<file path="config.mk">
export PLATFORM = sky130hd
export DESIGN_NAME = decryption_pipe
export DESIGN_NICKNAME = d
export VERILOG_FILES = /design/src/rtl/decryption_pipe.sv
export SDC_FILE = /design/constraint.sdc
export NUM_CORES = 1
export LEC_CHECK = 0
export CAP_MARGIN = 25
export CORE_UTILIZATION = 50
export CTS_CLUSTER_SIZE = 10
export DETAILED_ROUTE_END_ITERATION = 10
export DONT_BUFFER_PORTS = 1
export PLACE_DENSITY = 0.7
export SLEW_MARGIN = 20
export SYNTH_ARGS = -nofsm -noshare
export SYNTH_HDL_FRONTEND = slang
export SYNTH_SLANG_ARGS = --single-unit
</file>
<file path="constraint.sdc">
create_clock -name clock -period 1.4 [get_ports clock]
set_input_delay 0.28 -clock clock [delete_from_list [all_inputs] [get_ports clock]]
set_output_delay 0.28 -clock clock [all_outputs]
set_load 0.005 [all_outputs]
</file>
<file path="src/rtl/decryption_pipe.sv">
// Five-stage decrypter undoing the encryption pipeline (half-swap, bit-reverse,
// NOT, half-swap, XOR key) behind valid/ready handshakes with a global stall.
module decryption_pipe #(
   parameter int N     = 8,
   parameter int CNT_W = 16
) (
   input  logic             clock,
   input  logic             reset_n,
   input  logic             in_valid,
   output logic             in_ready,
   input  logic [N-1:0]     e_data,
   input  logic [N-1:0]     key,
   output logic             out_valid,
   input  logic             out_ready,
   output logic [N-1:0]     d_data,
   output logic             busy,
   output logic [CNT_W-1:0] out_count
);

   generate
      if ((N < 2) || ((N % 2) != 0)) begin : g_bad_width
         $error("decryption_pipe: N must be even and >= 2");
      end
   endgenerate

   function automatic logic [N-1:0] half_swap(input logic [N-1:0] x);
      return {x[N/2-1:0], x[N-1:N/2]};
   endfunction

   function automatic logic [N-1:0] bit_rev(input logic [N-1:0] x);
      logic [N-1:0] r;
      for (int i = 0; i < N; i++) begin
         r[i] = x[N-1-i];
      end
      return r;
   endfunction

   logic             r_vld_p1, r_vld_p2, r_vld_p3, r_vld_p4, r_vld_p5;
   logic [N-1:0]     r_data_p1, r_data_p2, r_data_p3, r_data_p4, r_data_p5;
   logic [N-1:0]     r_key_p1, r_key_p2, r_key_p3, r_key_p4;
   logic [CNT_W-1:0] r_count;
   logic             w_advance;
   logic             w_xfer_out;

   // The whole pipe moves together; a full output slot blocks every stage.
   assign w_advance  = !r_vld_p5 || out_ready;
   assign w_xfer_out = r_vld_p5 && out_ready;

   always_ff @(posedge clock) begin
      if (!reset_n) begin
         r_vld_p1  <= 1'b0;
         r_vld_p2  <= 1'b0;
         r_vld_p3  <= 1'b0;
         r_vld_p4  <= 1'b0;
         r_vld_p5  <= 1'b0;
         r_data_p1 <= '0;
         r_data_p2 <= '0;
         r_data_p3 <= '0;
         r_data_p4 <= '0;
         r_data_p5 <= '0;
         r_key_p1  <= '0;
         r_key_p2  <= '0;
         r_key_p3  <= '0;
         r_key_p4  <= '0;
         r_count   <= '0;
      end else if (w_advance) begin
         r_vld_p1 <= in_valid;
         r_vld_p2 <= r_vld_p1;
         r_vld_p3 <= r_vld_p2;
         r_vld_p4 <= r_vld_p3;
         r_vld_p5 <= r_vld_p4;
         // Stage D1: half-swap
         if (in_valid) begin
            r_data_p1 <= half_swap(e_data);
            r_key_p1  <= key;
         end
         // Stage D2: bit reverse
         if (r_vld_p1) begin
            r_data_p2 <= bit_rev(r_data_p1);
            r_key_p2  <= r_key_p1;
         end
         // Stage D3: invert
         if (r_vld_p2) begin
            r_data_p3 <= ~r_data_p2;
            r_key_p3  <= r_key_p2;
         end
         // Stage D4: half-swap
         if (r_vld_p3) begin
            r_data_p4 <= half_swap(r_data_p3);
            r_key_p4  <= r_key_p3;
         end
         // Stage D5: remove key; holds last word once the pipe drains
         if (r_vld_p4) begin
            r_data_p5 <= r_data_p4 ^ r_key_p4;
         end
         if (w_xfer_out) begin
            r_count <= r_count + {{(CNT_W-1){1'b0}}, 1'b1};
         end
      end
   end

   assign in_ready  = w_advance;
   assign out_valid = r_vld_p5;
   assign d_data    = r_data_p5;
   assign busy      = r_vld_p1 | r_vld_p2 | r_vld_p3 | r_vld_p4 | r_vld_p5;
   assign out_count = r_count;

endmodule

</file>
==> run summary <==
For the finished layout, the period the worst path requires is 1.43 ns. Path category of the worst min-delay check: input pin to register. By area, the combinational part of the netlist is dominated by simple AND/OR/NAND/NOR gates. The run gives 6.97 mm as the final wirelength. Static timing analysis puts the maximum clock frequency at 0.701 GHz.

After synthesis, flip-flops and latches occupy 54.1% of the total area. In the global route stage, met2 resource usage came out at 32.3%. The number of buffers added by the clock tree synthesis step is 9, and the average wire length per cell after detail routing is 13.5 um. The number of nets with antenna violations after detailed routing is 0, and the number of distinct library cells after synthesis is 32. Data on the critical path is required at its endpoint by 1.70 ns.

The tools report the number of buffers inserted by hold repair at cts as 0. The synthesized netlist cell count is 416, and the maximum level of the CTS H-tree is 3. For the worst-skew pair, the clock arrives at the later sink with an insertion delay of 0.36 ns. The worst setup path is of the register to register kind.

Setup repair after global routing could not meet its margin everywhere. For the overall die area, the log shows 7220 um^2. Once layout is complete, the cells apart from fillers number 518. Initial antenna violation count: 0.

At the placement stage, the worst setup path has a slack of -0.0543 ns. The synthesized netlist devotes 23.2% of its cell area to simple gates. In this run the vertical extent of the chip is 85.0 um. Detailed placement ended at an HPWL of 4.56 mm. Cells with a size suffix above 1 make up 24.0% of the layout.

In the final design database the tool counted 457 nets. The critical path goes through nand4_4 > or2_4 > or4_1 > a21oi_1. The run gives 65.1% as the fraction of the core area covered by cells at the end of the flow.

Parity-gate share of the synthesized area counting xor and xnor cells: 4.58%. Counting every net in the synthesized netlist gives 437. The power density over the cells is 1140 nW/um^2.

The tool flagged a number of max-cap violations equal to 0. The slowest stage of the critical path belongs to the cell sky130_fd_sc_hd__or4_1. The leakage dissipation was 1.45 nW; the number of search-and-repair iterations in the first detailed-routing pass was 9. The met3 routing resource usage after global routing came out at 6.03%. The final hold violation count was 0. The checks that failed: design-rule violations, negative setup slack.

The tools report the post-layout worst setup margin as -0.0263 ns. Final-report setup violation count: 2. With fillers left out, the area of the finished cells amounts to 4230 um^2. The via count of the routed design was 2802; the initial cell density of the core was 53.0%.

The flop and latch count out of synthesis was 93. The actual transition at the worst max-transition pin works out to 0.384 ns. The worst slew margin relative to its limit is 74.4%. For the maximum buffer depth of the clock tree, the log shows 2. The first global-routing pass estimated 11.6 mm of wire. The share of synthesized cell area in full adder, half adder and majority cells was 0.364%; the netlist area before placement was 3440 um^2. Arrival time reported for the critical path endpoint: 1.72 ns. For flop-to-flop paths, the worst setup slack is -0.03 ns. On the final layout, the worst clock skew is 0.00922 ns.

The worst-case IR drop observed on VDD is 0.000813 V. The area of the core is 6490 um^2, and the CTS clock-pin slew for the worst setup and hold paths is 0.09 ns. The number of top-level design ports is 47, and the count of clock tree sinks is 93.

The filler cells instantiated in the layout total 564. Maximum fanout encountered on the critical timing path: 8. The count of buffers inserted at the top-level ports came out at 0.

The number of antenna diodes in the final layout is 0. Max-slew violation count: 0. The buffer type at the clock tree root is sky130_fd_sc_hd__clkbuf_8.

From synthesis to final layout, the design area changed by 22.8%. The global-route met1 utilization came out at 25.1%. For this run, the slowest stage of the critical path takes 0.47 ns.

The multiplexer share of the synthesized area was 0%. After detailed placement, the design holds a cell count of 498. The run gives 4 as the post-detailed-route DRC marker count.

The completed layout was analyzed and its total power is 4.84 mW. The logs give 133 for the iteration-0 DRC count of the detailed router and 29 for the number of core rows. The tools report the startpoint type of the worst setup path as a register. The die is 85.0 um wide. Dividing the final minimum period by the clock period gives 102%. The synthesized netlist devotes 14.2% of its cell area to compound gates. For this run, the number of Yosys warnings is 0. The highest-utilization routing layer at the global route stage was met2.

The ratio of routed vias to standard cells works out to 5.41. The number of global-route vias before repair was 2615. The flow ran to the end, but the final reports show violations. TritonCTS built the clock tree. In the global route stage, overall resource usage came out at 20.2%. The congestion estimate from routability-driven global placement came to 0.737. STA classifies the critical path endpoint as a register. Entering global routing, the biggest net connects 42 pins. Summing all placed instances gives a cell area of 3830 um^2.

The mean area per synthesized cell was 8.27 um^2. Summed over all layers, the global routing overflow is 0.
==> synthesized netlist by cell type, drive strengths merged <==
library cell | count | share of area (%)
a211oi | 16 | 3.5
a21oi | 65 | 9.5
and2 | 5 | 0.91
and2b | 1 | 0.22
and4 | 3 | 0.80
buf | 8 | 1.3
clkbuf | 18 | 2.0
dfxtp | 93 | 54
ha | 1 | 0.36
inv | 2 | 0.22
nand2 | 128 | 14
nand2b | 1 | 0.18
nand3 | 9 | 1.3
nand4 | 5 | 1.1
nor2 | 29 | 3.2
nor3 | 2 | 0.29
nor4 | 1 | 0.18
o21ai | 2 | 0.29
o311ai | 1 | 0.25
o31ai | 2 | 0.44
o41ai | 1 | 0.25
or2 | 1 | 0.18
or3 | 1 | 0.22
or4 | 2 | 0.44
or4b | 1 | 0.29
xnor2 | 10 | 2.5
xor2 | 8 | 2.0
==> per-stage QoR <==
step           setup TNS [ns]  hold WS, ns
3_5_place_dp           -0.149        0.423
4_1_cts               -0.0956       0.0266
5_1_grt                 -1.46       0.0289
3_3_place_gp          -0.0329        0.418
2_1_floorplan          -0.112        0.413
6_report              -0.0503       0.0406
==> placed cells by master, fill, tap and decap left out, types with 3 or more instances in the layout <==
| cell type | n |
|---|---|
| sky130_fd_sc_hd__a211oi_1 | 8 |
| sky130_fd_sc_hd__a211oi_2 | 8 |
| sky130_fd_sc_hd__a21oi_1 | 56 |
| sky130_fd_sc_hd__a21oi_2 | 9 |
| sky130_fd_sc_hd__and2_4 | 4 |
| sky130_fd_sc_hd__and4_4 | 3 |
| sky130_fd_sc_hd__buf_12 | 8 |
| sky130_fd_sc_hd__buf_4 | 22 |
| sky130_fd_sc_hd__buf_6 | 3 |
| sky130_fd_sc_hd__clkbuf_8 | 9 |
| sky130_fd_sc_hd__dfxtp_1 | 82 |
| sky130_fd_sc_hd__dfxtp_2 | 4 |
| sky130_fd_sc_hd__dfxtp_4 | 7 |
| sky130_fd_sc_hd__inv_6 | 3 |
| sky130_fd_sc_hd__nand2_1 | 120 |
| sky130_fd_sc_hd__nand2_2 | 6 |
| sky130_fd_sc_hd__nand3_1 | 9 |
| sky130_fd_sc_hd__nand4_1 | 4 |
| sky130_fd_sc_hd__nor2_1 | 29 |
| sky130_fd_sc_hd__xnor2_1 | 10 |
| sky130_fd_sc_hd__xor2_1 | 8 |
==> final timing paths <==
path / cells after the start / from / end
worst min-delay path: 2 / e_data[2] / r_data_p1[6]
worst max register to register: 4 / out_count[3] / out_count[14]
worst max-delay path: 4 / out_count[3] / out_count[14]
worst min register to register: 1 / r_data_p2[3] / r_data_p3[3]
==> per-layer routing <==
metal  vias to the layer above  part of all wire, %  wire [um]
met1                      1308                   46       3190
met2                        54                   48       3330
met4                         0                  1.8        127
met5                         -                    0          0
met3                        12                  4.6        319
li1                       1428                    -          -
==> report_power, final <==
group          total, mW  internal [mW]  switching (mW)
clock               1.86          0.857            1.00
sequential          2.73           2.69          0.0377
combinational      0.247          0.102           0.145
==> flip-flops by register name, summed over array words and instances, names as in the netlist <==
signal     cells
r_key_p3       8
r_data_p3      8
r_data_p4      8
r_vld_p3       1
out_count     16
r_key_p1       8
r_vld_p4       1
r_vld_p1       1
r_data_p2      8
r_key_p2       8
out_valid      1
r_key_p4       8
r_data_p1      8
d_data         8
r_vld_p2       1
==> worst max-delay path: cells and delay by family, from the launching register on <==
family | cells | cell delay [ns]
simple gates | 3 | 0.85
flops | 1 | 0.38
compound gates | 1 | 0.13
==> final cells by class <==
class	count	area [um^2]	area share (%)
Timing Repair Buffer	34	384	9.09
Multi-Input combinational cell	295	1630	38.6
Clock inverter	7	81.3	1.92
Clock buffer	9	124	2.93
Inverter	2	10.0	0.237
Sequential cell	93	1890	44.8
Timing Repair inverter	1	7.51	0.178
Tap cell	77	96.3	2.28
==> cell families (layout without fill, tap and decap cells) <==
family / Yosys count / count (layout)
flip-flops: 93 / 93
AND/OR/NAND/NOR: 189 / 189
adder cells (fa/ha/maj): 1 / 1
buffers and inverters: 28 / 53
AO/OA/AOI/OAI: 87 / 87
XOR/XNOR: 18 / 18
==> timing repair <==
| action | CTS | global route |
|---|---|---|
| resized for setup | 7 | 39 |
| pin swaps | 4 | 4 |
| setup endpoints to repair | 12 | 77 |
| endpoints found under the hold margin | 0 | 0 |
| cloned | 1 | 1 |
| buffers inserted | 2 | 1 |
(Power assumes the default switching activity.)
